[src/rtl/tcp_vlg_keepalive_fsm.sv]
// Per-connection TCP keep-alive engine: idle timer, periodic probes, disconnect
// request after TRIES unanswered probes. Timers advance on a prescaled tick.
//
// state   | meaning
// --------+-----------------------------------------------------------
// S_OFF   | disabled or not connected; outputs, timer, prescaler cleared
// S_IDLE  | counting RX silence towards the first probe
// S_PROBE | probe requested (send=1), waiting for TX to report it sent
// S_WAIT  | counting the interval after a probe
// S_DCN   | too many unanswered probes; dcn held until leave or reset
module tcp_vlg_keepalive_fsm #(
  parameter int TICK_DIV       = 125000,
  parameter int IDLE_TICKS     = 7200,
  parameter int INTERVAL_TICKS = 75,
  parameter int TRIES          = 9,
  parameter int ENABLE         = 1
) (
  input  logic                         clk,
  input  logic                         rst,
  input  logic                         en,
  input  logic                         connected,
  input  logic [15:0]                  loc_port,
  input  logic [15:0]                  rem_port,
  input  logic                         rx_val,
  input  logic [15:0]                  rx_src_port,
  input  logic [15:0]                  rx_dst_port,
  output logic                         send,
  input  logic                         sent,
  output logic                         dcn,
  output logic [$clog2(TRIES+1)-1:0]   probes,
  output logic                         active
);

  localparam int TMAX = (IDLE_TICKS > INTERVAL_TICKS) ? IDLE_TICKS : INTERVAL_TICKS;
  localparam int TW   = $clog2(TMAX + 1);
  localparam int PW   = (TICK_DIV > 1) ? $clog2(TICK_DIV) : 1;
  localparam int CW   = $clog2(TRIES + 1);

  localparam logic [TW-1:0] IDLE_LAST  = TW'(IDLE_TICKS - 1);
  localparam logic [TW-1:0] INTVL_LAST = TW'(INTERVAL_TICKS - 1);
  localparam logic [PW-1:0] PRESC_LAST = PW'(TICK_DIV - 1);
  localparam logic [CW-1:0] TRIES_C    = CW'(TRIES);

  typedef enum logic [2:0] {S_OFF, S_IDLE, S_PROBE, S_WAIT, S_DCN} state_t;

  state_t        state;
  logic [TW-1:0] timer;
  logic [PW-1:0] presc;
  logic          match;
  logic          tick;
  logic          leave;

  assign match = rx_val && (rx_dst_port == loc_port) && (rx_src_port == rem_port);
  assign tick  = (presc == PRESC_LAST);
  assign leave = !connected || !en || (ENABLE == 0);

  always_ff @(posedge clk) begin
    if (rst || leave) begin
      state  <= S_OFF;
      send   <= 1'b0;
      dcn    <= 1'b0;
      probes <= '0;
      timer  <= '0;
      presc  <= '0;
      active <= 1'b0;
    end else begin
      if (state == S_OFF || tick) presc <= '0;
      else                        presc <= presc + 1'b1;

      // A matching segment proves the peer alive; it beats tick expiry and sent.
      if (match && (state == S_IDLE || state == S_PROBE || state == S_WAIT)) begin
        state  <= S_IDLE;
        timer  <= '0;
        probes <= '0;
        send   <= 1'b0;
        active <= 1'b0;
      end else begin
        case (state)
          S_OFF: begin
            state  <= S_IDLE;
            timer  <= '0;
            probes <= '0;
          end
          S_IDLE: begin
            if (tick) begin
              if (timer == IDLE_LAST) begin
                state  <= S_PROBE;
                timer  <= '0;
                send   <= 1'b1;
                active <= 1'b1;
              end else begin
                timer <= timer + 1'b1;
              end
            end
          end
          S_PROBE: begin
            if (sent) begin
              state <= S_WAIT;
              send  <= 1'b0;
              if (probes != TRIES_C) probes <= probes + 1'b1;
            end
          end
          S_WAIT: begin
            if (tick) begin
              if (timer == INTVL_LAST) begin
                timer <= '0;
                if (probes == TRIES_C) begin
                  state  <= S_DCN;
                  dcn    <= 1'b1;
                  active <= 1'b0;
                end else begin
                  state <= S_PROBE;
                  send  <= 1'b1;
                end
              end else begin
                timer <= timer + 1'b1;
              end
            end
          end
          S_DCN: begin
            send <= 1'b0;
            dcn  <= 1'b1;
          end
          default: state <= S_OFF;
        endcase
      end
    end
  end

endmodule

[config.mk]
export PLATFORM = sky130hd
export DESIGN_NAME = tcp_vlg_keepalive_fsm
export DESIGN_NICKNAME = d
export VERILOG_FILES = /design/src/rtl/tcp_vlg_keepalive_fsm.sv
export SDC_FILE = /design/constraint.sdc
export NUM_CORES = 1
export LEC_CHECK = 0
export CORE_ASPECT_RATIO = 0.75
export CORE_MARGIN = 4
export CORE_UTILIZATION = 35
export CTS_BUF_LIST = sky130_fd_sc_hd__clkbuf_16
export DETAILED_ROUTE_END_ITERATION = 16
export SLEW_MARGIN = 20
export SYNTH_ARGS = -nofsm -noshare
export SYNTH_HDL_FRONTEND = slang
export SYNTH_SLANG_ARGS = --single-unit
[constraint.sdc]
create_clock -name clk -period 2.7 [get_ports clk]
set_input_delay 0.54 -clock clk [delete_from_list [all_inputs] [get_ports clk]]
set_output_delay 0.54 -clock clk [all_outputs]
set_load 0.005 [all_outputs]
==> qor.csv <==
stage;metric;value;unit
yosys;register area share after synthesis;0.330;
sta;setup TNS;0;ns
drt;vias per cell;4.90;
critical_path;crit path launch type;input pin;
floorplan;cell row count;25;
place;I/O Buffers;76;
drt;DRT Pass-1 Iters;4;
yosys;FF+latch count, synth;40;
run;max-capacitance violation count;0;
yosys;Async SR Flop Fraction;0;
yosys;Synth Cell Area;2420;µm²
critical_path;critical path fanouts, max;10;
finish;commonest non-fill, non-tap cells in the layout;clkdlybuf4s50_1, nor2_1, dfxtp_1, xnor2_1, xor2_1;
finish;register area;801;µm²
power_and_ir_drop;VDD IR-drop max;0.225;mV
finish;layout cells sized above 1;0.0672;
power_and_ir_drop;P_leak;1.19;nW
cts;CTS Buf Count;5;
critical_path;CP Data Arrival Time;2.44;ns
finish;diodes inserted;0;
sta;crit path time final;2.27;ns
sta;Final WS setup;0.432;ns
sta;final setup violation count;0;
drt;Final ANT Viol Nets;0;
power_and_ir_drop;total chip power;0.00136;W
floorplan;die extent in x;104;µm
cts;CTS tree;built;
drt;post-DR wirelength/cell;13.9;µm
grt;GRT Util Overall;0.160;
finish;# fillers;630;
drt;Post-Route WL;6300;µm
critical_path;Crit Path Class;input pin to flop;
yosys;Syn Area/Cell;8.39;µm²
grt;first-pass GRT wire length;10700;µm
grt;antenna violations before repair;0;
yosys;yosys warns;0;
floorplan;Initial Utilization;0.372;
place;routability cong.;0.816;
worst_hold_path;HP Class;flop to flop;
cts;Clock Tree Buf Depth;2;
finish;area of the multi-input gates;1560;µm²
cts;CTS root buf;clkbuf_16;
cts;worst skew pair latency;0.28;ns
sta;unrepaired setup endpoints after global routing;no;
cts;H-tree level count;2;
floorplan;CORE AREA;6510;µm²
sta;fmax;0.441;GHz
yosys;EDFF count, synth;0;
finish;most common cell after layout, fill and taps aside;clkdlybuf4s50_1;
place;Post-DP HPWL;5130;µm
yosys;synth unique cells;51;
sta;Slew Viols, Final;0;
sta;Least-Margin Pin Slew;0.639;ns
sta;Hold WS;0.447;ns
sta;Final Skew;0.00559;ns
floorplan;die height;80.1;µm
drt;via count;2221;
cts;Resized Gates After CTS;0;
sta;Slew HR;0.574;
critical_path;nature of the critical path endpoint;flop;
grt;largest net degree at the start of global routing;18;
grt;grt total ovfl;0;
power_and_ir_drop;pwr/cell area;393;nW/µm²
yosys;cells after synthesis;289;
grt;vias in the first global route;2213;
drt;initial DRC count;98;
status;status;completed;
cts;hold_buf cts;0;
critical_path;Required @ worst endpoint;2.87;ns
yosys;dominant synthesized flop cell;dfxtp_1;
drt;DRC;0;
sta;Hold Vio Cnt, Final;0;
floorplan;Top Ports;77;
cts;Worst-path clk slew;0.06;ns
cts;clock sinks;40;
yosys;syn_nets;364;
sta;final worst-path cycle share;0.840;
cts;postcts setup bufs;0;
floorplan;area of the die;8330;µm²
finish;nets;446;
place;pre-CTS WS;0.131;ns
finish;Layout area overhead;42.3;%
==> cell families (layout without fill, tap and decap cells) <==
logic type,Yosys count,after routing,share of synthesized area
adder cells (fa/ha/maj),5,5,0.0258
buffers and inverters,16,99,0.0248
flip-flops,40,40,0.330
AND/OR/NAND/NOR,139,139,0.316
XOR/XNOR,53,53,0.192
AO/OA/AOI/OAI,36,36,0.112
==> synth_stat cells, types with 2 or more instances <==
library cell  number  area, µm²
a211o_1            2       17.5
a21oi_1            9       45.0
a31oi_1            3       18.8
and3_1             3       18.8
and4_1             2       17.5
and4bb_1           2       25.0
clkbuf_1           5       18.8
dfxtp_1           40        801
ha_1               5       62.6
inv_1             11       41.3
nand2_1           18       67.6
nand3_1           18       90.1
nand4_1           11       68.8
nand4b_1           2       17.5
nor2_1            43        161
nor2b_1            7       43.8
nor3_1            13       65.1
nor3b_1            2       15.0
nor4_1             4       25.0
o21a_1             2       15.0
o21ai_0            4       20.0
o31ai_2            2       25.0
or4_4              2       22.5
xnor2_1           28        245
xor2_1            25        219
==> power by group <==
part	leakage [nW]	switching [W]	internal (W)	total (W)
sequential	0.322	0.00000303	0.000591	0.000594
clock	0.0710	0.000233	0.000336	0.000569
combinational	0.793	0.0000625	0.000130	0.000193
total	1.19	0.000299	0.00106	0.00136
==> routing by layer <==
metal	GRT usage	vias up	part of all wire
li1	-	1176	-
met1	0.240	993	0.55
met2	0.228	45	0.40
met3	0.0345	7	0.044
met4	0.0452	0	0.0098
met5	0	-	0
==> cell type report <==
cell class | instances | area share
clock buffers | 5 | 0.0363
clock inverters | 3 | 0.00399
inverters | 11 | 0.0120
multi-input cells | 233 | 0.453
flip-flops and latches | 40 | 0.232
well taps | 81 | 0.0294
repair buffers | 80 | 0.233
==> worst paths after layout <==
path	start	endpoint	cells after the start	slack, ns
worst min-delay path	dcn	dcn	2	0.45
worst max-delay path	rx_src_port[5]	timer[2]	8	0.43
worst min register to register	dcn	dcn	2	0.45
worst max register to register	presc[0]	timer[4]	7	0.46
==> critical path, cell delays in order <==
cell             delay [ns]
clkdlybuf4s50_1        0.41
nor2b_1                0.13
a2111o_1               0.37
nor4_1                 0.22
nand4b_1               0.29
o211ai_2               0.27
buf_12                 0.15
nor2_1                 0.04
==> state kept, by name, indices dropped and copies added, names as in the netlist <==
signal,flops
active,1
dcn,1
presc,17
probes,4
send,1
state,3
timer,13
==> stage by stage <==
| step | area, µm² | std cells | utilization |
|---|---|---|---|
| after detailed placement | 3310 | 445 | 0.509 |
| final | 3450 | 453 | 0.530 |
| after floorplan | 2420 | 289 | - |
| after global placement | 3310 | 445 | 0.509 |
| after CTS | 3450 | 453 | 0.530 |
| after global routing | 3450 | 453 | 0.530 |
Note: power is estimated with default switching activity, not from simulation.
